--- config.mk ---
export PLATFORM = sky130hd
export DESIGN_NAME = uart_rx_flow
export DESIGN_NICKNAME = d
export VERILOG_FILES = /design/src/rtl/uart_pkg.sv /design/src/rtl/rx_fifo_mem.sv /design/src/rtl/uart_rx_flow.sv
export SDC_FILE = /design/constraint.sdc
export NUM_CORES = 1
export LEC_CHECK = 0
export CAP_MARGIN = 40
export CORE_ASPECT_RATIO = 0.5
export CORE_MARGIN = 2
export CORE_UTILIZATION = 34
export DETAILED_ROUTE_END_ITERATION = 10
export PLACE_DENSITY_LB_ADDON = 0.25
export REMOVE_ABC_BUFFERS = 1
export SLEW_MARGIN = 20
export SYNTH_ARGS = -nofsm -noshare
export SYNTH_HDL_FRONTEND = slang
export SYNTH_SLANG_ARGS = --single-unit
--- constraint.sdc ---
create_clock -name clk_i -period 3.3 [get_ports clk_i]
set_input_delay 0.99 -clock clk_i [delete_from_list [all_inputs] [get_ports clk_i]]
set_output_delay 0.99 -clock clk_i [all_outputs]
set_load 0.1 [all_outputs]
--- src/rtl/uart_pkg.sv ---
// uart_pkg: shared types and defaults for the UART receive-side buffer.
// Optional overflow counter in uart_rx_flow is enabled by UART_RX_FLOW_OVF_COUNT_EN.
package uart_pkg;

   typedef enum logic {
      RTS_GO   = 1'b0,
      RTS_STOP = 1'b1
   } rts_state_e;

   localparam int DefWidth    = 8;
   localparam int DefDepth    = 16;
   localparam int DefHighMark = 12;
   localparam int DefLowMark  = 4;
   localparam int OvfCntW     = 16;

endpackage

--- src/rtl/rx_fifo_mem.sv ---
// rx_fifo_mem: Depth x Width register array, sync write, async read.
// No reset on storage; contents are qualified by the owner's count.
module rx_fifo_mem #(
   parameter int Width = 8,
   parameter int Depth = 16
) (
   input  logic                     clk_i,
   input  logic                     we_i,
   input  logic [$clog2(Depth)-1:0] waddr_i,
   input  logic [Width-1:0]         wdata_i,
   input  logic [$clog2(Depth)-1:0] raddr_i,
   output logic [Width-1:0]         rdata_o
);

   logic [Width-1:0] r_mem [Depth];

   // Write the accepted byte into its slot
   always_ff @(posedge clk_i) begin
      if (we_i) begin
         r_mem[waddr_i] <= wdata_i;
      end
   end

   assign rdata_o = r_mem[raddr_i];

endmodule

--- src/rtl/uart_rx_flow.sv ---
// uart_rx_flow: FWFT byte FIFO with RTS watermark hysteresis and drop flag.
// Define UART_RX_FLOW_OVF_COUNT_EN to add the saturating overflow_count_o port.
module uart_rx_flow
   import uart_pkg::*;
#(
   parameter int Width    = DefWidth,
   parameter int Depth    = DefDepth,
   parameter int HighMark = DefHighMark,
   parameter int LowMark  = DefLowMark
) (
   input  logic                       clk_i,
   input  logic                       rst_ni,
   input  logic [Width-1:0]           rx_data_i,
   input  logic                       rx_valid_i,
   output logic [Width-1:0]           data_o,
   output logic                       valid_o,
   input  logic                       ready_i,
   output logic [$clog2(Depth+1)-1:0] count_o,
   output logic                       rts_o,
   output logic                       overflow_o,
   input  logic                       clear_i
`ifdef UART_RX_FLOW_OVF_COUNT_EN
   ,
   output logic [OvfCntW-1:0]         overflow_count_o
`endif
);

   localparam int PtrW = $clog2(Depth);
   localparam int CntW = $clog2(Depth + 1);

   localparam logic [CntW-1:0] FullCnt = CntW'(Depth);
   localparam logic [CntW-1:0] HighCnt = CntW'(HighMark);
   localparam logic [CntW-1:0] LowCnt  = CntW'(LowMark);

   logic [PtrW-1:0] r_wr_ptr;
   logic [PtrW-1:0] r_rd_ptr;
   logic [CntW-1:0] r_count;
   rts_state_e      r_rts_state;
   logic            r_overflow;

   logic            w_full;
   logic            w_pop;
   logic            w_push;
   logic            w_drop;
   logic [CntW-1:0] w_count_next;

   assign w_full       = (r_count == FullCnt);
   assign w_pop        = (r_count != '0) && ready_i;
   assign w_push       = rx_valid_i && (!w_full || w_pop);
   assign w_drop       = rx_valid_i && w_full && !w_pop;
   assign w_count_next = r_count + CntW'(w_push) - CntW'(w_pop);

   rx_fifo_mem #(
      .Width (Width),
      .Depth (Depth)
   ) u_mem (
      .clk_i   (clk_i),
      .we_i    (w_push),
      .waddr_i (r_wr_ptr),
      .wdata_i (rx_data_i),
      .raddr_i (r_rd_ptr),
      .rdata_o (data_o)
   );

   // Advance pointers and occupancy on accepted push/pop
   always_ff @(posedge clk_i or negedge rst_ni) begin
      if (!rst_ni) begin
         r_wr_ptr <= '0;
         r_rd_ptr <= '0;
         r_count  <= '0;
      end else begin
         if (w_push) r_wr_ptr <= r_wr_ptr + 1'b1;
         if (w_pop)  r_rd_ptr <= r_rd_ptr + 1'b1;
         r_count <= w_count_next;
      end
   end

   // RTS hysteresis: judge the occupancy this edge will produce
   always_ff @(posedge clk_i or negedge rst_ni) begin
      if (!rst_ni) begin
         r_rts_state <= RTS_STOP;
      end else begin
         unique case (r_rts_state)
            RTS_STOP: if (w_count_next <= LowCnt)  r_rts_state <= RTS_GO;
            RTS_GO:   if (w_count_next >= HighCnt) r_rts_state <= RTS_STOP;
            default:  r_rts_state <= RTS_STOP;
         endcase
      end
   end

   // Sticky drop flag; a drop outranks a same-cycle clear
   always_ff @(posedge clk_i or negedge rst_ni) begin
      if (!rst_ni) begin
         r_overflow <= 1'b0;
      end else if (w_drop) begin
         r_overflow <= 1'b1;
      end else if (clear_i) begin
         r_overflow <= 1'b0;
      end
   end

`ifdef UART_RX_FLOW_OVF_COUNT_EN
   logic [OvfCntW-1:0] r_ovf_cnt;

   // Saturating drop counter; clear with a coincident drop leaves 1
   always_ff @(posedge clk_i or negedge rst_ni) begin
      if (!rst_ni) begin
         r_ovf_cnt <= '0;
      end else if (clear_i) begin
         r_ovf_cnt <= OvfCntW'(w_drop);
      end else if (w_drop && (r_ovf_cnt != '1)) begin
         r_ovf_cnt <= r_ovf_cnt + 1'b1;
      end
   end

   assign overflow_count_o = r_ovf_cnt;
`endif

   assign valid_o    = (r_count != '0);
   assign count_o    = r_count;
   assign rts_o      = (r_rts_state == RTS_STOP);
   assign overflow_o = r_overflow;

endmodule

==> impl_metrics.ini, run 1 <==
[status]
run_status = completed

[yosys]
synth_area_um2 = 5840
synth_compound_area_frac = 0.0512
synth_seq_cells = 143
synthDistinctLibCells = 34
syn_inst = 336
muxShareOfSynthArea = 0.120
synth.avg_cell_area_um2 = 17.4
yosysWarnings = 0
synth-seq-area-share = 0.723
synth-xor-area-share = 0.0150
yosys.area_share.simple = 0.0345
synth_top_family_by_area = multiplexers
synth-adder-area-share = 0.0270

[layout]
num_antenna_cells = 0
final_cell_mix = edfxtp_1, buf_4, mux2i_1
nFillCells = 1451
final_common_cell = edfxtp_1
area_growth_pct = 23.5
fin_nets = 420
drive_above_1_share = 0.252
fin_util = 0.434

[sta]
layout_setup_ws_ns = 0.131
setup_viol = 0
worstMarginPinSlew_ns = 0.700
min_period_ns = 3.17
min_period_over_period = 0.960
fin_skew_ns = 0.00652
clock.fmax_ghz = 0.316
slew_headroom = 0.533
final_max_slew_viol_count = 0
rsz0062_at_grt = no
hold_violations = 0

[critical_path]
required_ns = 2.31
regToRegSetupSlack_ns = 0.69
slowest_stage = dfrtp_2
crit_chain = buf_4 > clkbuf_16 > mux2i_1 > a221oi_1 > o21ai_0 > nand2_1 > buf_12
cp_slowest_stage_delay_ns = 0.45
rr_worst_depth = 15
cp.arrival_ns = 2.18
crit_path_start_kind = register
crit_fanout = 17
cp-end-kind = primary output
crit_type = register to primary output

[route]
drt_iter0_markers = 217
drc = 0
ant_nets = 0
wl_per_cell_um = 19.3
vias = 3124
vias_per_cell = 4.92
routed_wl_um = 12200
dr.pass1.iters = 5

[clocking]
worst_skew_pair.late_latency_ns = 0.41
cts_max_level = 4
clockRootBuffer = clkbuf_16
clock_path_buffers = 2
cts_hold_buf = 0
clk_pin_slew_ns = 0.06
clock-sinks = 143
cts_tree = done
cts_buffers = 17

[placement]
globalplace.congestion = 0.776
hpwl_um = 7870
port_buffers = 28
pre_cts_ws_ns = -0.138

[global_routing]
antenna_found_initial = 0
grt_pass1_vias = 3257
grt_pass1_wl_um = 18700
grt_max_degree = 35
grt_overflow = 0
grt.total_usage = 0.139

[worst_hold_path]
min_path_type = register to register
holdPathStages = 2

[floorplanning]
dieArea_um2 = 18300
core_region_area_um2 = 16600
fp-row-count = 33
ios = 29
initial_core_util = 0.352
die_h_um = 96.7
die_x_um = 189

[job]
cap_violations = 0
==> kinds of logic (layout without fill, tap and decap cells) <==
kind of cell | count (synthesis) | after routing
flops | 143 | 143
mux | 49 | 49
compound gates | 48 | 48
simple gates | 44 | 44
buf+inv | 30 | 102
fa+ha+maj | 12 | 12
xor+xnor | 10 | 10
==> worst max-delay path: cells and delay by family (launching register included) <==
kind / cells / cell delay [ns]
flops: 1 / 0.45
simple gates: 1 / 0.14
compound gates: 2 / 0.51
buf+inv: 3 / 0.53
mux: 1 / 0.13
==> synth_stat cells <==
cell,number,area share
o211ai_1,1,0.0013
nor2b_1,1,0.0011
a221oi_1,8,0.012
mux2_2,9,0.017
nand3b_1,2,0.0026
buf_1,1,0.00064
buf_6,5,0.0096
mux4_2,16,0.062
nand2_1,16,0.010
nand4_1,1,0.0011
nand3_1,1,0.00086
buf_12,1,0.0034
fa_1,1,0.0034
a21oi_1,10,0.0086
ha_1,11,0.024
nand2b_1,2,0.0021
nor2_1,13,0.0084
clkbuf_1,5,0.0032
dfrtp_1,14,0.060
xor2_1,3,0.0045
a22oi_1,8,0.010
dfstp_2,1,0.0045
xnor2_1,7,0.010
o21bai_1,1,0.0013
nand4b_1,1,0.0015
o22ai_1,1,0.0011
and2_1,3,0.0032
nor3_1,4,0.0034
buf_2,5,0.0043
edfxtp_1,128,0.66
inv_1,13,0.0084
a21o_1,1,0.0013
o21ai_0,18,0.015
mux2i_1,24,0.041
==> registers in the layout, indices dropped and copies added (netlist names) <==
register,cells
overflow_o,1
r_wr_ptr,4
count_o,5
r_rd_ptr,4
u_mem.r_mem,128
rts_o,1
==> through the flow <==
| stage | hold slack (ns) | cells | setup TNS (ns) | area, um2 |
|---|---|---|---|---|
| 5_1_grt | 0.579 | 635 | 0 | 7210 |
| 4_1_cts | 0.557 | 632 | 0 | 7140 |
| 3_3_place_gp | 0.529 | 600 | 0 | 6560 |
| 6_report | 0.545 | 635 | 0 | 7210 |
| 3_5_place_dp | 0.542 | 600 | -0.155 | 6560 |
| 2_1_floorplan | 0.556 | 319 | -8.43 | 5720 |
==> layer usage <==
layer,track usage,up-vias,part of all wire
met5,0,-,0
met3,0.0327,10,0.049
met4,0.0483,0,0.0087
met2,0.205,94,0.47
li1,-,1421,-
met1,0.203,1599,0.47
==> cell type report <==
cell class | count | area [um2] | area share
Clock inverter | 11 | 140 | 0.0194
Tap cell | 227 | 284 | 0.0394
Timing Repair Buffer | 57 | 608 | 0.0843
Clock buffer | 21 | 440 | 0.0611
Inverter | 13 | 48.8 | 0.00677
Multi-Input combinational cell | 163 | 1470 | 0.204
Sequential cell | 143 | 4220 | 0.586
==> worst paths after layout <==
check / start / endpoint
setup / recovery: r_rd_ptr[0]$_DFFE_PN0N_ / data_o[6]
hold / removal: overflow_o$_DFFE_PN0P_ / overflow_o$_DFFE_PN0P_
setup reg to reg: count_o[3]$_DFF_PN0_ / rts_o$_DFF_PN1_
hold reg to reg: overflow_o$_DFFE_PN0P_ / overflow_o$_DFFE_PN0P_
max in group asynchronous: rst_ni / rts_o$_DFF_PN1_
min in group asynchronous: rst_ni / r_rd_ptr[0]$_DFFE_PN0N_
==> timing repair <==
item | 4_1_cts | 5_1_grt
resized for setup | 0 | 5
setup endpoints to repair | 0 | 8
setup buffers | 0 | 1
Power of run 1 is not shown: default switching activity piles up to over one toggle a cycle in this logic, so the estimate is an artifact.
==> run 2: changes to the inputs <==
==> constraint.sdc (replaced) <==
create_clock -name clk_i -period 3.3 [get_ports clk_i]
set_input_delay 0.99 -clock clk_i [delete_from_list [all_inputs] [get_ports clk_i]]
set_output_delay 0.99 -clock clk_i [all_outputs]
set_load 0.01 [all_outputs]
==> run 2 against run 1 <==
  * Count of clock-buffer cells in the layout down 3
  * Sequential share of layout area down 0.47 points
  * Die area unchanged
  * Sequential cell count unchanged
  * Register-to-register slack barely moved
  * Worst hold slack better by 0.0079 ns
  * Clock skew up 0.00083 ns
  * Global-route usage shrank 0.059 points
  * Via count shrank 0.26%
  * Critical path type unchanged
  * Critical endpoint is now data_o[2]
==> impl_metrics.ini, run 2 (synthesis gave the netlist of run 1 again) <==
[job]
cap_violations = 0

[clocking]
cts_hold_buf = 0
cts_tree = done
clock-sinks = 143
cts_max_level = 4
clock_path_buffers = 2
clockRootBuffer = clkbuf_16
worst_skew_pair.late_latency_ns = 0.41
clk_pin_slew_ns = 0.06
cts_buffers = 17

[layout]
drive_above_1_share = 0.249
num_antenna_cells = 0
fin_area_um2 = 7270
final_common_cell = edfxtp_1
largest-register = u_mem.r_mem
fin_nets = 429
final_cell_mix = edfxtp_1, buf_4, mux2i_1
area_growth_pct = 24.4
final_cells = 644
largest_reg_flops = 128

[critical_path]
cp-end-kind = primary output
cp.arrival_ns = 2.25
crit_type = register to primary output
crit_path_start_kind = register
crit_fanout = 9
required_ns = 2.31

[floorplanning]
initial_core_util = 0.352
die_x_um = 189
fp-row-count = 33
core_region_area_um2 = 16600
ios = 29
die_h_um = 96.7
dieArea_um2 = 18300

[placement]
hpwl_um = 7890
place_inst = 599
globalplace.congestion = 0.756
place_area_um2 = 6490
port_buffers = 28

[route]
vias = 3116
drc = 0
ant_nets = 0
dr.pass1.iters = 5
drt_iter0_markers = 266
wl_per_cell_um = 19.6
routed_wl_um = 12600
vias_per_cell = 4.84

[sta]
setup_viol = 0
worstMarginPinSlew_ns = 0.758
fin_skew_ns = 0.00735
holdWs_ns = 0.553
final_max_slew_viol_count = 0
min_period_over_period = 0.982
hold_violations = 0
slew_headroom = 0.495
min_period_ns = 3.24
clock.fmax_ghz = 0.309
fin_setup_tns_ns = 0

[power_and_ir_drop]
clkPwrFrac = 0.276
leakagePower_uw = 0.00258
power_frac_seq = 0.368
power_uw = 6620
power_density_nw_per_um2 = 910
switchingPower_uw = 2140
internal_power_uw = 4480
ir_worst_vdd_mv = 0.429
share_comb_of_total_power = 0.356
switching_share = 0.323

[global_routing]
grt.total_usage = 0.139
antenna_found_initial = 0
grt_pass1_vias = 3102
grt_overflow = 0
grt_pass1_wl_um = 18500
grt_max_degree = 33

[worst_hold_path]
min_path_type = register to register

[status]
run_status = completed
==> run 2: final cells by class <==
cell class / instances / area (um2)
Timing Repair Buffer: 66 / 636
Tap cell: 227 / 284
Fill cell: 1455 / 9330
Clock inverter: 14 / 145
Multi-Input combinational cell: 163 / 1500
Clock buffer: 18 / 429
Sequential cell: 143 / 4220
Inverter: 13 / 48.8
==> run 2: critical path, stage by stage, from the launching register on <==
cell and delay, ns:
dfrtp_2 0.45, buf_12 0.16, buf_8 0.14, buf_4 0.13, mux2i_1 0.13, a221oi_2 0.35
a22oi_2 0.13, nand2_1 0.07, dlygate4sd2_1 0.26
==> run 2: path summary, 6_finish.rpt <==
path,from,to,slack (ns),cells past startpoint
setup / recovery,r_rd_ptr[0]$_DFFE_PN0N_,data_o[2],0.06,8
hold / removal,overflow_o$_DFFE_PN0P_,overflow_o$_DFFE_PN0P_,0.55,2
setup reg to reg,count_o[2]$_DFF_PN0_,rts_o$_DFF_PN1_,0.70,15
hold reg to reg,overflow_o$_DFFE_PN0P_,overflow_o$_DFFE_PN0P_,0.55,2
max in group asynchronous,rst_ni,rts_o$_DFF_PN1_,2.11,2
min in group asynchronous,rst_ni,count_o[0]$_DFF_PN0_,0.77,1
==> run 2: power groups by stage <==
stage / Sequential (uW) / Clock (uW) / Combinational, uW
floorplan: 2550 / 0 / 1160
global placement: 2440 / 0 / 2120
detailed placement: 2460 / 0 / 2170
CTS: 2430 / 1860 / 2120
global route: 2470 / 1940 / 2560
finish: 2430 / 1830 / 2360
==> run 2: layer usage <==
metal,GRT usage,vias up,share of wire
met5,0,-,0
met2,0.204,87,0.47
li1,-,1440,-
met4,0.0501,0,0.0052
met3,0.0269,4,0.060
met1,0.204,1585,0.47
==> run 2: what timing repair did <==
item | CTS | global route
endpoints found under the setup margin | 8 | 5
cloned | 0 | 2
buffers inserted | 0 | 10
gates resized for setup | 12 | 14
pin swaps | 0 | 2
==> run 2: metrics by stage <==
step,util,setup slack (ns)
after floorplan,-,-0.384
after global placement,0.391,0.0175
after detailed placement,0.391,-0.111
after CTS,0.427,0.0518
after global routing,0.438,-0.0576
final,0.438,0.0603
Note: power is estimated with default switching activity, not from simulation.
